`config.mk`:
```
export PLATFORM = sky130hd
export DESIGN_NAME = label_vector_streamer
export DESIGN_NICKNAME = d
export VERILOG_FILES = /design/src/rtl/label_pkg.sv /design/src/rtl/label_vector_streamer.sv
export SDC_FILE = /design/constraint.sdc
export NUM_CORES = 1
export LEC_CHECK = 0
export ABC_AREA = 1
export CAP_MARGIN = 20
export CELL_PAD_IN_SITES_DETAIL_PLACEMENT = 1
export CELL_PAD_IN_SITES_GLOBAL_PLACEMENT = 1
export CORE_MARGIN = 4
export CORE_UTILIZATION = 24
export DETAILED_ROUTE_END_ITERATION = 10
export PLACE_DENSITY = 0.75
export RECOVER_POWER = 50
export REMOVE_ABC_BUFFERS = 1
export SLEW_MARGIN = 25
export SYNTH_ARGS = -nofsm -noshare
export SYNTH_HDL_FRONTEND = slang
export SYNTH_SLANG_ARGS = --single-unit
```
`constraint.sdc`:
```
create_clock -name clk -period 1.85 [get_ports clk]
set_input_delay 0.555 -clock clk [delete_from_list [all_inputs] [get_ports clk]]
set_output_delay 0.555 -clock clk [all_outputs]
set_load 0.05 [all_outputs]
```
`src/rtl/label_pkg.sv`:
```
// Shared state encoding and default sizing for the label streaming/argmax blocks.
package label_pkg;

  typedef enum logic {
    IDLE   = 1'b0,
    STREAM = 1'b1
  } state_t;

  localparam int LABEL_N                      = 8;
  localparam int LABEL_NUMBER_OF_LABELS       = 10;
  localparam int LABEL_CLOG2_NUMBER_OF_LABELS = 4;
  localparam int LABEL_OUTPUT_SIZE            = 10;

endpackage

```
`src/rtl/label_vector_streamer.sv`:
```
// Turns an accepted label into a one-hot vector, streamed word by word with valid/ready.
// Optional out-of-range label detection is enabled by defining LABEL_RANGE_CHECK_EN.
module label_vector_streamer
  import label_pkg::*;
#(
  parameter int             n                      = LABEL_N,
  parameter int             number_of_labels       = LABEL_NUMBER_OF_LABELS,
  parameter int             clog2_number_of_labels = LABEL_CLOG2_NUMBER_OF_LABELS,
  parameter int             output_size            = LABEL_OUTPUT_SIZE,
  parameter logic [n-1:0]   hot_value              = {1'b0, {(n-1){1'b1}}}
) (
  input  logic                              clk,
  input  logic                              rst,
  input  logic [clog2_number_of_labels-1:0] label,
  input  logic                              label_valid,
  output logic                              label_ready,
  output logic [n-1:0]                      out_data,
  output logic                              out_valid,
  input  logic                              out_ready,
  output logic                              out_last,
  output logic [n*output_size-1:0]         vector,
  output logic                              err
);

  localparam int IW = (output_size > 1) ? $clog2(output_size) : 1;
  localparam logic [IW-1:0] LAST_IDX = IW'(output_size - 1);

  state_t                            state_q, state_d;
  logic [IW-1:0]                     idx_q, idx_d;
  logic [clog2_number_of_labels-1:0] label_q, label_d;
  logic [n*output_size-1:0]          vector_q, vector_d, vector_load;
  logic                              bad_q, bad_d;
  logic                              label_bad;
  logic                              accept;
  logic                              beat;
  logic                              idx_hit;

`ifdef LABEL_RANGE_CHECK_EN
  assign label_bad = 32'(label) >= 32'(number_of_labels);
`else
  assign label_bad = 1'b0;
`endif

  assign accept  = label_valid && label_ready;
  assign beat    = out_valid && out_ready;
  // A rejected label keeps the whole vector zero, so the hot word is suppressed too.
  assign idx_hit = (32'(idx_q) == 32'(label_q)) && !bad_q;

  for (genvar gi = 0; gi < output_size; gi++) begin : g_word
    assign vector_load[n*gi +: n] = ((32'(label) == gi) && !label_bad) ? hot_value : '0;
  end

  always_ff @(posedge clk or posedge rst) begin
    if (rst) begin
      state_q <= IDLE;
    end else begin
      state_q <= state_d;
    end
  end

  always_comb begin
    state_d = state_q;
    case (state_q)
      IDLE:    if (label_valid) state_d = STREAM;
      STREAM:  if (out_ready && out_last) state_d = IDLE;
      default: state_d = IDLE;
    endcase
  end

  always_comb begin
    label_ready = (state_q == IDLE);
    out_valid   = (state_q == STREAM);
    out_last    = out_valid && (idx_q == LAST_IDX);
    out_data    = (out_valid && idx_hit) ? hot_value : '0;
  end

  always_comb begin
    idx_d    = idx_q;
    label_d  = label_q;
    vector_d = vector_q;
    bad_d    = bad_q;
    if (accept) begin
      idx_d    = '0;
      label_d  = label;
      vector_d = vector_load;
      bad_d    = label_bad;
    end else if (beat && !out_last) begin
      idx_d = idx_q + 1'b1;
    end
  end

  always_ff @(posedge clk or posedge rst) begin
    if (rst) begin
      idx_q    <= '0;
      label_q  <= '0;
      vector_q <= '0;
      bad_q    <= 1'b0;
    end else begin
      idx_q    <= idx_d;
      label_q  <= label_d;
      vector_q <= vector_d;
      bad_q    <= bad_d;
    end
  end

  assign vector = vector_q;

`ifdef LABEL_RANGE_CHECK_EN
  logic err_q;

  always_ff @(posedge clk or posedge rst) begin
    if (rst) begin
      err_q <= 1'b0;
    end else begin
      err_q <= accept && label_bad;
    end
  end

  assign err = err_q;
`else
  assign err = 1'b0;
`endif

endmodule

```
==> results_dict.tcl <==
set metrics [dict create \
    run_status "finished with violations" \
    violations "setup timing" \
    fp.dieH_um 87.62 \
    port_buffers 87 \
    route.vias.total 1260 \
    maxCapViolCount 0 \
    synthTopCellsByArea "buf_4 38%, dfrtp_1 31%, nand2_1 7.4%" \
    avgViaCountPerCell 4.104 \
    yosysTopAreaCellShare_pct 38.49 \
    cts_sinks 19 \
    clockRootBuffer "clkbuf_8" \
    die_area_mm2 0.007677 \
    crit_path_start_kind "register" \
    fill_cells 661 \
    clkTransAtPathRegs_ps 80 \
    dpl.hpwl_um 3963 \
    synthArstFlopShare_pct 100.0 \
    io_pins 100 \
    dp_cells 296 \
    worstHoldPathType "register to register" \
    hold_viol_final 0 \
    die_w_um 87.62 \
    nNetsFinal 243 \
    n_antenna_cell 0 \
    holdPathEnd "vector[70]" \
    r2r_slack_ps 320 \
    wl_per_cell_um 15.93 \
    syn2layout_area_growth_pct 75.66 \
    worstSetupPathType "register to primary output" \
    required_ps 1290 \
    first_pass_iters 4 \
    fmax_mhz 495.8 \
    syn_inst 188 \
    netlist_area_mm2 0.001521 \
    finalNonFillerCells 307 \
    max_slew_margin_pct 27.06 \
    synth_top_area_cell "buf_4" \
    drv_slew 0 \
    drt_iter0_markers 71 \
    layout_setup_ws_ps -166.8 \
    cts_tree "done" \
    grt_pass1_wl_um 7790 \
    mostFrequentLayoutCell "buf_12" \
    ys_warn_count 0 \
    grt_max_degree 25 \
    r2r-end "vector[6]" \
    clk_latency_ps 270 \
    cts_made_buffers 3 \
    finClkSkew_ps 4.986 \
    drive_above_1_share_pct 50.86 \
    r2r.worst_path.cells 5 \
    synth_enable_flop_cells 0 \
    min_path_cells 2 \
    num_rows 28 \
    antenna_found_initial 0 \
    htreeDepth 1 \
    fin_crit_ps 2017 \
    grt_util_all_layers_pct 13.11 \
    place_congestion 0.7566 \
    clk_path_buf_depth 2 \
    setup_viol 8 \
    first_global_vias 1469 \
    crit_fanout 7 \
    tightest_slew_ps 1094 \
    synthDistinctLibCells 26 \
    seq_area_frac_synth_pct 31.25 \
    min_period_over_period_pct 109.0 \
    synth_seq_cells 19 \
    rsz0062_at_grt "true" \
    routed_wl_um 4892 \
    min_from "vector[70]" \
    core_region_area_mm2 0.006026 \
    synth_top_flop_cell "dfrtp_1" \
    cp.arrival_ps 1460 \
    rr_startpoint "out_valid" \
    ant_nets 0 \
    start_util_pct 25.25 \
    syn_avg_cell_area_um2 8.093 \
    critPathCaptureType "primary output" \
    grt.overflow.total 0 \
    drc 0 \
    layout_common_cells "62 x buf_12, 31 x nand2_1, 20 x buf_4" \
]
-- cell usage after synthesis, types with 2 or more instances --
cell type  number
o21ai_1         8
buf_4          78
nand2_1        30
or2_2           3
nand3_1         7
o21ai_0         4
nand4_1         3
inv_1          12
ha_1            2
nand2_2         2
buf_6           2
nor2_1          5
dfrtp_1        19
-- worst max path at each step --
stage | start | end | slack [ps] | depth (start not counted)
after floorplan | out_valid | out_data[0] | -4240 | 4
after global placement | idx_q[3] | out_data[1] | 80 | 6
after detailed placement | label_valid | vector[6] | -7 | 5
after CTS | idx_q[1] | out_data[0] | -140 | 6
after global routing | idx_q[2] | out_data[0] | -240 | 5
final | idx_q[2] | out_data[0] | -170 | 5
-- critical path: stages, from the launching register on --
cell     delay [ps]
dfrtp_1         410
xnor2_1         200
nand4_1         120
nor2_2          160
buf_12          170
buf_12          140
-- stage by stage --
| step | hold WS [ps] | area, um^2 | utilization (%) | setup TNS (ps) | setup WS [ps] |
|---|---|---|---|---|---|
| floorplan | 469.2 | 949.7 | - | -114730 | -4236 |
| global placement | 476.2 | 2848 | 47.26 | 0 | 79.45 |
| detailed placement | 508.5 | 2848 | 47.26 | -7.329 | -7.329 |
| CTS | 539.1 | 2940 | 48.80 | -974.7 | -139.6 |
| global route | 572.9 | 2673 | 44.35 | -1776 | -244.3 |
| finish | 536.9 | 2673 | 44.35 | -1172 | -166.8 |
-- timing repair --
item / CTS / global route
setup buffers: 5 / 2
pin swaps: 3 / 3
resized for setup: 5 / 3
endpoints found under the setup margin: 8 / 8
hold buffers: 0 / 0
-- metal layers --
metal / global-route usage, % / vias to the layer above / wire [um] / share of wire, %
li1: - / 582 / - / -
met1: 13.39 / 606 / 1686 / 34
met2: 24.25 / 66 / 2732 / 56
met3: 5.456 / 6 / 405 / 8.3
met4: 3.905 / 0 / 68 / 1.4
met5: 0 / - / 0 / 0
-- registers in the layout, indices dropped and copies added, names as in the netlist --
name	flops
out_valid	1
label_q	4
vector	10
idx_q	4
-- logic make-up after synthesis --
kind of cell | count (synthesis) | synth area share, %
simple gates | 52 | 15.46
flops | 19 | 31.25
other cells | 1 | 0.2465
fa+ha+maj | 2 | 1.644
xor+xnor | 2 | 1.152
buf+inv | 95 | 43.75
compound gates | 17 | 6.497
-- final cells by class --
class / instances / area, um^2 / area share [%]
sequential: 19 / 475.5 / 17.79
clock buffer: 3 / 41.29 / 1.545
clock inverter: 1 / 5.005 / 0.1873
inverter: 14 / 52.55 / 1.966
tap: 75 / 93.84 / 3.511
timing repair buffer: 110 / 1577 / 58.99
multi-input combinational: 85 / 427.9 / 16.01
Power is not shown: default switching activity piles up to over one toggle a cycle in this logic, so the estimate is an artifact.
